## config.mk

```make
export PLATFORM = sky130hd
export DESIGN_NAME = serial_adder
export DESIGN_NICKNAME = d
export VERILOG_FILES = /design/src/rtl/serial_adder.sv
export SDC_FILE = /design/constraint.sdc
export NUM_CORES = 1
export LEC_CHECK = 0
export ABC_AREA = 1
export CORE_UTILIZATION = 50
export DETAILED_ROUTE_END_ITERATION = 8
export HOLD_SLACK_MARGIN = 0.08
export PLACE_DENSITY_LB_ADDON = 0.15
export RECOVER_POWER = 50
export SYNTH_ARGS = -nofsm -noshare
export SYNTH_HDL_FRONTEND = slang
export SYNTH_SLANG_ARGS = --single-unit
```

## constraint.sdc

```tcl
create_clock -name clk -period 3.4 [get_ports clk]
set_input_delay 0.68 -clock clk [delete_from_list [all_inputs] [get_ports clk]]
set_output_delay 0.68 -clock clk [all_outputs]
set_load 0.05 [all_outputs]
```

## src/rtl/serial_adder.sv

```systemverilog
// Bit-serial adder: captures two WIDTH-bit operands plus carry-in, then resolves
// one bit per cycle through a single full-adder slice, LSB first.
module serial_adder #(
    parameter int WIDTH = 16
) (
    input  logic             clk,
    input  logic             rst_n,
    input  logic             in_valid,
    output logic             in_ready,
    input  logic [WIDTH-1:0] a,
    input  logic [WIDTH-1:0] b,
    input  logic             cin,
    output logic             out_valid,
    input  logic             out_ready,
    output logic [WIDTH-1:0] sum,
    output logic             cout
);

    localparam int CNT_W = $clog2(WIDTH);
    localparam logic [CNT_W-1:0] LAST_CNT = CNT_W'(WIDTH - 1);
    localparam logic [CNT_W-1:0] CNT_ONE  = CNT_W'(1);

    typedef enum logic [1:0] {
        IDLE = 2'd0,
        RUN  = 2'd1,
        DONE = 2'd2
    } state_t;

    state_t             state_r;
    state_t             state_nxt_s;
    logic [WIDTH-1:0]   a_r;
    logic [WIDTH-1:0]   b_r;
    logic [WIDTH-1:0]   sum_r;
    logic               carry_r;
    logic               cout_r;
    logic [CNT_W-1:0]   cnt_r;
    logic               accept_s;
    logic               last_bit_s;
    logic               slice_sum_s;
    logic               slice_carry_s;

    function automatic logic fa_sum(input logic x, input logic y, input logic c);
        return x ^ y ^ c;
    endfunction

    function automatic logic fa_carry(input logic x, input logic y, input logic c);
        return (x & y) | ((x ^ y) & c);
    endfunction

    // Handshake flags; the low operand bits always hold the bit currently being added.
    always_comb begin
        accept_s      = in_valid && in_ready;
        last_bit_s    = (cnt_r == LAST_CNT);
        slice_sum_s   = fa_sum(a_r[0], b_r[0], carry_r);
        slice_carry_s = fa_carry(a_r[0], b_r[0], carry_r);
    end

    // Next-state logic for the IDLE -> RUN -> DONE sequence.
    always_comb begin
        state_nxt_s = state_r;
        case (state_r)
            IDLE: begin
                if (accept_s) begin
                    state_nxt_s = RUN;
                end else begin
                    state_nxt_s = IDLE;
                end
            end
            RUN: begin
                if (last_bit_s) begin
                    state_nxt_s = DONE;
                end else begin
                    state_nxt_s = RUN;
                end
            end
            DONE: begin
                if (out_ready) begin
                    state_nxt_s = IDLE;
                end else begin
                    state_nxt_s = DONE;
                end
            end
            default: state_nxt_s = IDLE;
        endcase
    end

    // State register with synchronous active-low reset.
    always_ff @(posedge clk) begin
        if (!rst_n) begin
            state_r <= IDLE;
        end else begin
            state_r <= state_nxt_s;
        end
    end

    // Operand capture, bit-serial datapath and result registers.
    always_ff @(posedge clk) begin
        if (!rst_n) begin
            a_r     <= '0;
            b_r     <= '0;
            sum_r   <= '0;
            carry_r <= 1'b0;
            cout_r  <= 1'b0;
            cnt_r   <= '0;
        end else begin
            case (state_r)
                IDLE: begin
                    if (accept_s) begin
                        a_r     <= a;
                        b_r     <= b;
                        carry_r <= cin;
                        cnt_r   <= '0;
                    end
                end
                RUN: begin
                    a_r     <= {1'b0, a_r[WIDTH-1:1]};
                    b_r     <= {1'b0, b_r[WIDTH-1:1]};
                    sum_r   <= {slice_sum_s, sum_r[WIDTH-1:1]};
                    carry_r <= slice_carry_s;
                    // Counter parks on the last index so it never wraps.
                    if (last_bit_s) begin
                        cout_r <= slice_carry_s;
                    end else begin
                        cnt_r <= cnt_r + CNT_ONE;
                    end
                end
                default: begin
                    cnt_r <= cnt_r;
                end
            endcase
        end
    end

    assign in_ready  = (state_r == IDLE) && rst_n;
    assign out_valid = (state_r == DONE) && rst_n;
    assign sum       = sum_r;
    assign cout      = cout_r;

endmodule

```

After elaboration in Yosys (flattened, before gate mapping)
Cells that the tools add are included.
- register bits after elaboration: 56
- input port bits: 37
- output and inout bits: 19
- logic and storage cells: 39
- $add $sub $neg: 1
- equality and inequality tests: 5
- mux-type cells: 13
- bitwise operators: 5
- reductions and logical operators: 8
- operators with widths (operator ; number):
    $pmux W16 S2 ; 2
    $mux W16 ; 2
    $mux W4 ; 2
    $pmux W4 S2 ; 1
    $pmux W2 S3 ; 1
    $add A4 B1 Y4 const B ; 1
    $eq A4 B4 Y1 const B ; 1
    $mux W2 ; 2
    $ne A2 B2 Y1 const B ; 2
    $reduce_and A2 Y1 ; 2
    $logic_and A1 B1 Y1 ; 3
    $reduce_and A3 Y1 ; 1
    $and A1 B1 Y1 ; 2
    $eq A2 B1 Y1 const B ; 1
    $eq A2 B2 Y1 const B ; 1
    $logic_not A2 Y1 ; 1
    $mux W1 ; 2
    $pmux W1 S2 ; 1
    $reduce_bool A2 Y1 ; 1
    $xor A1 B1 Y1 ; 2
    $or A1 B1 Y1 ; 1

Longest topological paths before layout
Gate-level depths: netlist (run 1).
- word-level depth: 5
- gate-level depth with buffers: 8
- depth with buffers taken out: 7

Least setup slack after synthesis (run 1)
OpenSTA, ideal clock, no wires.
- path type: input to output
- start: in rst_n
- end: out in_ready
- arrival time: 2.047 ns
- data required time: 2.720 ns
- slack: 0.673 ns
- stages: 3
- path buffers: 1
- cell sequence: buf_4 -> inv_1 -> nor3_1
- cells in the longest elaborated chain, start to end: 1
- RTL lines (element ; RTL line ; RTL):
    start: declaration ; 7 ; input logic rst_n,
    $logic_and A1 B1 Y1 ; 134 ; assign in_ready = (state_r == IDLE) && rst_n;
    end: declaration ; 9 ; output logic in_ready,
No other way between the ends.

Final worst setup path (run 1)
Ends and elaborated chain as after synthesis.

==> key figures, run 1 <==
Power and ir drop
  – Part of the power in registers: 0.499
  – Net Sw Frac: 0.290
  – Power density over the cells: 470 nW/µm²
  – Combinational share of power: 0.212
  – Lkg Pwr: 1.43 nW
  – Clock network power share: 0.290
  – Psw: 0.431 mW
  – Internal: 1.06 mW
  – Worst VDD drop: 302 µV

Final layout
  – N_diodes: 0
  – Most common cell after layout, fill and taps aside: nor2_1
  – Util after Layout: 0.661
  – Final #Nets: 444
  – Fillers: 454
  – Ratio of cells with drive above 1 in the final layout: 0.0542
  – Commonest non-fill, non-tap cells in the layout: nor2_1, dfxtp_1, o21ai_0, inv_1, nand2_1
  – Area Growth Syn to Fin: 24.9%

Flow run
  – Max_cap viols: 0

Critical path
  – Endpoint type of the worst setup path: primary output
  – Critical-path top delay cell: dlygate4sd3_1
  – CP arrival: 2.04 ns
  – R2R cell count: 6
  – Max Fanout on Critical Path: 7
  – Critical path's largest stage delay: 0.56 ns
  – Setup slack, reg-to-reg: 1.64 ns
  – Type of origin of the critical path: primary input
  – Crit Reg-Reg Startpoint: state_r[1]$_SDFF_PN0_
  – R2R Path End: a_r[9]$_SDFFE_PN0P_
  – Worst path required time: 2.72 ns
  – Crit-path cells: dlygate4sd3_1 -> inv_1 -> nor3_1 -> buf_12
  – Setup CP Type: primary input to primary output

STA
  – Final period utilization: 0.799
  – Actual slew at the worst max-slew pin: 0.710 ns
  – RSZ-0062 raised after global routing: no
  – Minimum clock period: 2.72 ns
  – Setup TNS: 0 ns
  – Setup-failing EPs final: 0
  – Setup Skew: 0.00468 ns
  – Max_slew headroom: 0.526
  – Final hold viol count: 0
  – Max Freq: 368 MHz
  – Slew Viols, Final: 0

Synth
  – Sequential share of the synthesized area: 0.443
  – Post-Synth Simple-Gate Area: 0.284
  – Mapped Nets: 401
  – Mapped Avg Cell Area: 6.99 µm²
  – Post-synthesis mux area share: 0
  – Synth Instances: 362
  – Largest family of logic cells by synthesized area: simple AND/OR/NAND/NOR gates
  – Synth Cell Area: 2530 µm²
  – Yosys Warn Count: 0
  – Synth Area in Compound Gates: 0.140
  – Synth Register Bits: 56
  – Xor/xnor share of the synthesized area: 0
  – Post-Synth Adder-Cell Area: 0.0129
  – Synth unique cells: 24

CTS
  – Clk slew on worst S/H paths: 0.09 ns
  – Worst skew pair latency: 0.31 ns
  – CTS root buf: clkbuf_8
  – Hold-fix buffers, CTS: 0
  – Post-CTS Resized: 0
  – Clk sink count: 56
  – Post-CTS Setup Bufs: 0
  – Worst-case clock buffer depth: 2
  – CTS tree: yes
  – Cts bufs inserted: 5
  – H-tree depth: 2

Routing
  – Iter 0 DRT Violations: 128
  – Drt wl/cell: 10.4 µm
  – TritonRoute pass-1 iters: 4
  – Vias per inst: 4.78
  – DRT antenna net count: 0
  – Vias: 2263
  – Final WL: 4.93 mm
  – Remaining DRCs: 0

Global routing
  – First-pass GRT wire length: 8.49 mm
  – Vias in the first global route: 1984
  – Met2 Usage GRT: 0.350
  – GRT busiest layer: met2
  – Largest net degree at the start of global routing: 79
  – Met3 Usage GRT: 0.0387
  – GRT Util Overall: 0.203
  – Initial antenna violation count: 0
  – Grt ovf: 0
  – Global-route track usage on met1: 0.251

Floorplanning
  – Die H: 73.2 µm
  – Die Area: 5350 µm²
  – FP Rows: 25
  – Initial Utilization: 0.529
  – Placeable Area: 4790 µm²
  – IO Count: 56
  – Die width: 73.2 µm

Worst hold path
  – Hold_sp: b_r[15]$_SDFFE_PN0P_
  – Worst Hold Class: register to register
  – Hold depth: 2
  – Hold endpoint: b_r[15]$_SDFFE_PN0P_

Status
  – Status: completed

Placement
  – Routability Congestion: 0.714
  – Estimated wirelength of the detail-placed design: 3.19 mm
  – Port bufs: 55
-- layout make-up --
cell class                      instances  area, µm²  share of cell area
Clock inverter                          3       42.5              0.0135
Timing Repair Buffer                   58        593               0.188
Clock buffer                            5       68.8              0.0218
Tap cell                               67       83.8              0.0265
Inverter                               39        146              0.0463
Multi-Input combinational cell        245       1110               0.350
Sequential cell                        56       1120               0.355
-- state kept, by name (all words and copies together) (netlist names) --
register / cells
a_r: 16
b_r: 16
sum: 16
cnt_r: 4
state_r: 2
carry_r: 1
cout: 1
-- power groups by stage --
stage | Combinational (mW) | Sequential (mW) | Clock (mW)
3_5_place_dp | 0.321 | 0.758 | 0
3_3_place_gp | 0.316 | 0.756 | 0
4_1_cts | 0.323 | 0.743 | 0.442
2_1_floorplan | 0.183 | 0.802 | 0
5_1_grt | 0.357 | 0.750 | 0.470
6_report | 0.315 | 0.742 | 0.431
-- cell usage after synthesis --
master	n	area share
nor2_1	103	0.15
nor3_1	4	0.0079
buf_1	1	0.0015
buf_6	8	0.036
nand3_1	21	0.042
dfxtp_1	56	0.44
buf_4	3	0.0089
ha_1	1	0.0049
o21ai_1	13	0.026
a21oi_2	1	0.0035
o21ai_0	53	0.10
or2_2	1	0.0025
nand2_1	37	0.055
fa_1	1	0.0079
nand4_1	1	0.0025
nor2_2	1	0.0025
inv_2	2	0.0030
nand3b_1	1	0.0030
clkbuf_1	7	0.010
nand3_2	2	0.0079
nand2_4	2	0.0089
inv_1	37	0.055
buf_2	3	0.0059
a21oi_1	3	0.0059
-- layer usage --
metal / up-vias / share of wire
met1: 998 / 0.49
met5: - / 0
met2: 36 / 0.48
met4: 0 / 0.012
met3: 8 / 0.024
li1: 1221 / -
-- critical path, delay by kind of cell --
family / cells / cell delay, ns
buffers and inverters: 3 / 0.91
and+or+nand+nor: 1 / 0.45
-- worst max-delay path by stage --
stage          start                   to  slack, ns  cells past startpoint
2_1_floorplan  rst_n             in_ready       0.67                      3
3_3_place_gp   rst_n  a_r[1]$_SDFFE_PN0P_       0.57                      7
3_5_place_dp   rst_n  a_r[1]$_SDFFE_PN0P_       0.50                      7
4_1_cts        rst_n             in_ready       0.76                      4
5_1_grt        rst_n  a_r[9]$_SDFFE_PN0P_       0.57                      7
6_report       rst_n             in_ready       0.68                      4
-- stage by stage --
stage / std cells / setup WS (ns) / hold slack (ns) / cell area (µm²) / power, mW
finish: 473 / 0.685 / 0.479 / 3160 / 1.49
global route: 473 / 0.566 / 0.509 / 3160 / 1.58
CTS: 473 / 0.759 / 0.479 / 3160 / 1.51
detailed placement: 465 / 0.500 / 0.465 / 3050 / 1.08
global placement: 465 / 0.565 / 0.447 / 3050 / 1.07
floorplan: 362 / 0.673 / 0.436 / 2530 / 0.985
-- cell families (layout without fill, tap and decap cells) --
family	Yosys count	count (layout)
flip-flops	56	56
adder cells (fa/ha/maj)	2	2
AO/OA/AOI/OAI	70	70
AND/OR/NAND/NOR	173	173
buffers and inverters	61	105
(Power assumes the default switching activity.)
==> inputs of run 2 (changes only) <==
- CORE_UTILIZATION: 50 -> 45
- clock period: 3.4 -> 2.3 ns (I/O delays scaled with it)
==> key figures, run 2 (same netlist as run 1, synthesis figures left out) <==
Status
  – Status: completed

STA
  – Setup Skew: 0.00228 ns (-0.00241 ns)
  – RSZ-0062 raised after global routing: no
  – Setup TNS: 0 ns (unchanged)
  – Actual slew at the worst max-slew pin: 0.889 ns (+0.179 ns)
  – Minimum clock period: 1.97 ns
  – Max_slew headroom: 0.407 (-0.119)
  – Max Freq: 508 MHz
  – Final hold viol count: 0 (unchanged)
  – Slew Viols, Final: 0 (unchanged)
  – Final period utilization: 0.855
  – Setup-failing EPs final: 0 (unchanged)
  – Worst setup margin: 0.333 ns (-0.352 ns)

Floorplanning
  – Placeable Area: 5270 µm² (+10%)
  – IO Count: 56 (unchanged)
  – Die Area: 5930 µm² (+11%)
  – Die H: 77 µm (+5.3%)
  – Initial Utilization: 0.480 (-0.0486)
  – FP Rows: 26 (+4.0%)
  – Die width: 77 µm (+5.3%)

Routing
  – Vias per inst: 4.78 (about the same)
  – Final WL: 5.15 mm (+4.3%)
  – TritonRoute pass-1 iters: 5 (+1)
  – DRT antenna net count: 0 (unchanged)
  – Drt wl/cell: 10.7 µm (+3.0%)
  – Remaining DRCs: 0 (unchanged)
  – Vias: 2291 (+1.2%)
  – Iter 0 DRT Violations: 154 (+20%)

Critical path
  – Max Fanout on Critical Path: 52 (+45)
  – Worst path required time: 2.51 ns (-0.21 ns)
  – Setup CP Type: primary input to register
  – CP arrival: 2.17 ns (+0.13 ns)
  – Type of origin of the critical path: primary input
  – Endpoint type of the worst setup path: register

Global routing
  – First-pass GRT wire length: 8.97 mm (+5.7%)
  – Vias in the first global route: 2065 (+4.1%)
  – Initial antenna violation count: 0 (unchanged)
  – Grt ovf: 0 (unchanged)
  – Largest net degree at the start of global routing: 54 (-32%)
  – GRT Util Overall: 0.186 (-0.0178)

CTS
  – Post-CTS Resized: 0 (unchanged)
  – Hold-fix buffers, CTS: 0 (unchanged)
  – Worst skew pair latency: 0.30 ns (about the same)
  – Worst-case clock buffer depth: 2 (unchanged)
  – CTS root buf: clkbuf_8
  – CTS tree: yes
  – Cts bufs inserted: 5 (unchanged)
  – H-tree depth: 2 (unchanged)
  – Post-CTS Setup Bufs: 0 (unchanged)
  – Clk slew on worst S/H paths: 0.10 ns (about the same)
  – Clk sink count: 56 (unchanged)

Flow run
  – Max_cap viols: 0 (unchanged)

Power and ir drop
  – Total Power: 2.43 mW (+63%)
  – Power density over the cells: 756 nW/µm² (+61%)
  – Worst VDD drop: 326 µV (+8.2%)
  – Lkg Pwr: 1.42 nW (-0.96%)

Placement
  – Pre-CTS setup slack: 0.456 ns (-0.0432 ns)
  – Routability Congestion: 0.712 (-0.31%)
  – Port bufs: 55 (unchanged)
  – Estimated wirelength of the detail-placed design: 3.35 mm (+5.0%)

Final layout
  – Ratio of cells with drive above 1 in the final layout: 0.0562 (+0.00205)
  – Commonest non-fill, non-tap cells in the layout: nor2_1, o21ai_0, dfxtp_1, clkdlybuf4s50_1
  – N_diodes: 0 (unchanged)
  – Fillers: 533 (+17%)
  – Most common cell after layout, fill and taps aside: nor2_1
  – Area Growth Syn to Fin: 27.1%
  – Final #Nets: 447 (+0.68%)

Worst hold path
  – Worst Hold Class: register to register
==> run 2: cell types whose count changed in the layout (fill, tap and decap cells not counted), moves of 2 or more <==
cell,delta
o21ai_0,+4
dlygate4sd3_1,-17
o21ai_1,-4
bufinv_16,+2
clkdlybuf4s50_1,+16
==> run 2: per-stage QoR <==
stage | cells | area (µm²) | hold WS (ns) | utilization
final | 479 | 3220 | 0.467 | 0.610
after CTS | 479 | 3230 | 0.464 | 0.613
after floorplan | 362 | 2530 | 0.436 | -
after global routing | 479 | 3220 | 0.489 | 0.610
after detailed placement | 471 | 3070 | 0.449 | 0.583
after global placement | 471 | 3070 | 0.447 | 0.583
==> run 2: layer usage <==
layer | share of wire | wire [µm] | GRT usage
met1 | 0.50 | 2550 | 0.223
met2 | 0.46 | 2360 | 0.321
met3 | 0.038 | 198 | 0.0393
met4 | 0.0084 | 43 | 0.0736
met5 | 0 | 0 | 0
==> run 2: final timing paths <==
kind	from	end	slack, ns	cells after the start
setup / recovery	rst_n	b_r[5]$_SDFFE_PN0P_	0.33	6
hold / removal	b_r[15]$_SDFFE_PN0P_	b_r[15]$_SDFFE_PN0P_	0.47	2
setup reg to reg	state_r[1]$_SDFF_PN0_	a_r[7]$_SDFFE_PN0P_	0.63	7
hold reg to reg	b_r[15]$_SDFFE_PN0P_	b_r[15]$_SDFFE_PN0P_	0.47	2
==> run 2: power by group <==
group	leakage (nW)	switching [mW]	internal [mW]	total [mW]
clock network	0.0784	0.314	0.544	0.858
registers	0.461	0.0436	1.05	1.10
logic	0.881	0.281	0.194	0.475
total	1.42	0.639	1.79	2.43
==> run 2: layout make-up <==
class / count / area [µm²] / area share
Clock buffer: 5 / 68.8 / 0.0214
Clock inverter: 3 / 90.1 / 0.0280
Inverter: 39 / 146 / 0.0455
Multi-Input combinational cell: 245 / 1100 / 0.341
Sequential cell: 56 / 1120 / 0.349
Tap cell: 70 / 87.6 / 0.0272
Timing Repair Buffer: 61 / 604 / 0.188
==> run 2: critical path, cell delays in order <==
cell      delay, ns
buf_2          0.09
clkbuf_2       0.68
nand3_1        0.31
clkbuf_1       0.33
o21ai_0        0.25
nor2_1         0.06
==> inputs of run 3 (changes only) <==
- ABC_AREA: 1 -> default
- CORE_UTILIZATION: 45 -> 44
- SETUP_SLACK_MARGIN: default -> 0.15
- TNS_END_PERCENT: default -> 10
==> key figures, run 3 <==
Routing
  – Vias per inst: 5.51 (+15%)
  – Drt wl/cell: 13.5 µm (+26%)
  – Vias: 2094 (-8.6%)
  – Final WL: 5.14 mm (-0.21%)
  – DRT antenna net count: 0 (unchanged)
  – Iter 0 DRT Violations: 139 (-9.7%)
  – TritonRoute pass-1 iters: 4 (-1)
  – Remaining DRCs: 0 (unchanged)

Global routing
  – Vias in the first global route: 1802 (-13%)
  – GRT Util Overall: 0.189 (+0.00351)
  – Largest net degree at the start of global routing: 39 (-28%)
  – Initial antenna violation count: 0 (unchanged)
  – Grt ovf: 0 (unchanged)
  – First-pass GRT wire length: 8.36 mm (-6.9%)

CTS
  – Clk sink count: 56 (unchanged)
  – CTS root buf: clkbuf_8
  – Worst-case clock buffer depth: 2 (unchanged)
  – Hold-fix buffers, CTS: 0 (unchanged)
  – H-tree depth: 2 (unchanged)
  – Worst skew pair latency: 0.31 ns (about the same)
  – Cts bufs inserted: 5 (unchanged)
  – CTS tree: yes
  – Clk slew on worst S/H paths: 0.09 ns (about the same)
  – Post-CTS Setup Bufs: 0 (unchanged)
  – Post-CTS Resized: 0 (unchanged)

Floorplanning
  – Die width: 75.8 µm (-1.6%)
  – IO Count: 56 (unchanged)
  – Die H: 75.8 µm (-1.6%)
  – Placeable Area: 5170 µm² (-1.9%)
  – Initial Utilization: 0.463 (-0.0173)
  – FP Rows: 26 (unchanged)
  – Die Area: 5740 µm² (-3.2%)

Critical path
  – Critical path's largest stage delay: 0.54 ns (-0.14 ns)
  – Endpoint type of the worst setup path: primary output
  – Type of origin of the critical path: primary input
  – Worst path required time: 1.84 ns (-0.67 ns)
  – CP arrival: 1.58 ns (-0.59 ns)
  – Crit-path cells: clkdlybuf4s50_1 -> inv_1 -> nor3_1 -> buf_12
  – Max Fanout on Critical Path: 4 (-92%)
  – Setup CP Type: primary input to primary output
  – Critical-path top delay cell: clkdlybuf4s50_1

Placement
  – Routability Congestion: 0.728 (+2.3%)
  – Placed insts: 372 (-21%)
  – Estimated wirelength of the detail-placed design: 3.35 mm (about the same)
  – Port bufs: 55 (unchanged)

Synth
  – Synth unique cells: 34 (+42%)
  – Mapped Avg Cell Area: 9.07 µm² (+30%)
  – Synth Instances: 264 (-27%)
  – Sequential share of the synthesized area: 0.468 (+0.0252)
  – Synth Cell Area: 2390 µm² (-5.4%)
  – Post-synthesis async set-or-reset flop share: 0 (unchanged)
  – Synth Register Bits: 56 (unchanged)
  – Synth Flop Type: dfxtp_1
  – Number of synthesized flops with an enable pin: 0 (unchanged)
  – Cell taking the most area after synthesis: dfxtp_1
  – Yosys Warn Count: 0 (unchanged)
  – Synth top area cells: dfxtp_1, o221ai_1, a22oi_2
  – Mapped Nets: 303 (-24%)
  – Post-synth top area share: 0.468 (+0.0252)
  – Synth cell count leaders: dfxtp_1, nand2_1, a21oi_1, nor2_1, nor3_1
  – Top-count cell post-synth: dfxtp_1

STA
  – Setup TNS: 0 ns (unchanged)
  – Setup-failing EPs final: 0 (unchanged)
  – Max_slew headroom: 0.366 (-0.0417)
  – Max Freq: 489 MHz (-3.7%)
  – Minimum clock period: 2.04 ns (+0.0763 ns)
  – Final hold viol count: 0 (unchanged)
  – Final period utilization: 0.888 (+0.0332)
  – Actual slew at the worst max-slew pin: 0.947 ns (+0.0583 ns)
  – RSZ-0062 raised after global routing: no
  – Slew Viols, Final: 0 (unchanged)
  – Setup Skew: 0.00364 ns (+0.00136 ns)

Final layout
  – Layout Cells excl Fill: 380 (-21%)
  – FF+latch area: 1120 µm² (unchanged)
  – Multi-input combinational cell area: 1110 µm² (+1.4%)
  – N_diodes: 0 (unchanged)
  – Fillers: 486 (-8.8%)
  – Area Growth Syn to Fin: 30.5%
  – Ratio of cells with drive above 1 in the final layout: 0.139 (+0.0825)
  – Most common cell after layout, fill and taps aside: dfxtp_1
  – Final #Nets: 348 (-22%)
  – Commonest non-fill, non-tap cells in the layout: dfxtp_1, clkdlybuf4s50_1, nand2_1, a21oi_1

Status
  – Status: completed

Power and ir drop
  – Total Power: 2.04 mW (-16%)
  – Worst VDD drop: 476 µV (+46%)
  – Lkg Pwr: 1.03 nW (-27%)
  – Power density over the cells: 653 nW/µm² (-14%)

Flow run
  – Max_cap viols: 0 (unchanged)

Worst hold path
  – Worst Hold Class: register to register
[run 3: worst paths after layout]
| kind | endpoint | slack [ns] | cells past startpoint | startpoint |
|---|---|---|---|---|
| min | sum[0]$_SDFFE_PN0P_ | 0.47 | 2 | sum[0]$_SDFFE_PN0P_ |
| max reg2reg | a_r[15]$_SDFFE_PN0P_ | 0.31 | 4 | state_r[1]$_SDFF_PN0_ |
| max | in_ready | 0.26 | 4 | rst_n |
| min reg2reg | sum[0]$_SDFFE_PN0P_ | 0.47 | 2 | sum[0]$_SDFFE_PN0P_ |
[run 3: per-stage QoR]
| stage | utilization | worst slack (ns) | hold slack [ns] | area (µm²) |
|---|---|---|---|---|
| after CTS | 0.608 | 0.235 | 0.472 | 3140 |
| after detailed placement | 0.583 | 0.251 | 0.457 | 3020 |
| after floorplan | - | 0.0785 | 0.447 | 2400 |
| after global routing | 0.604 | 0.129 | 0.485 | 3120 |
| final | 0.604 | 0.257 | 0.470 | 3120 |
| after global placement | 0.583 | 0.304 | 0.447 | 3020 |
[run 3: cells by family after synthesis]
kind of cell / share of synthesized area
AND/OR/NAND/NOR: 0.190
AO/OA/AOI/OAI: 0.246
flip-flops: 0.468
buffers and inverters: 0.0742
multiplexers: 0.00836
adder cells (fa/ha/maj): 0.0136
[run 3: power breakdown]
part / internal (mW) / switching (mW) / total (mW) / leakage (nW)
Combinational: 0.145 / 0.151 / 0.296 / 0.511
Clock: 0.384 / 0.311 / 0.696 / 0.0645
Sequential: 1.02 / 0.0305 / 1.05 / 0.457
[run 3: cell type report]
type / count / area share
Clock inverter: 1 / 0.00961
Timing Repair Buffer: 66 / 0.215
Tap cell: 70 / 0.0280
Inverter: 1 / 0.00120
Sequential cell: 56 / 0.359
Clock buffer: 7 / 0.0308
Multi-Input combinational cell: 179 / 0.356
[run 3: metal layers]
layer / up-vias / GRT usage / part of all wire
li1: 1040 / - / -
met1: 1000 / 0.258 / 0.48
met2: 50 / 0.303 / 0.48
met3: 4 / 0.0423 / 0.035
met4: 0 / 0.0494 / 0.0049
met5: - / 0 / 0
[run 3: worst max-delay path, delay by kind of cell]
| family | cells | cell delay, ns |
|---|---|---|
| buffers and inverters | 3 | 0.83 |
| AND/OR/NAND/NOR | 1 | 0.30 |
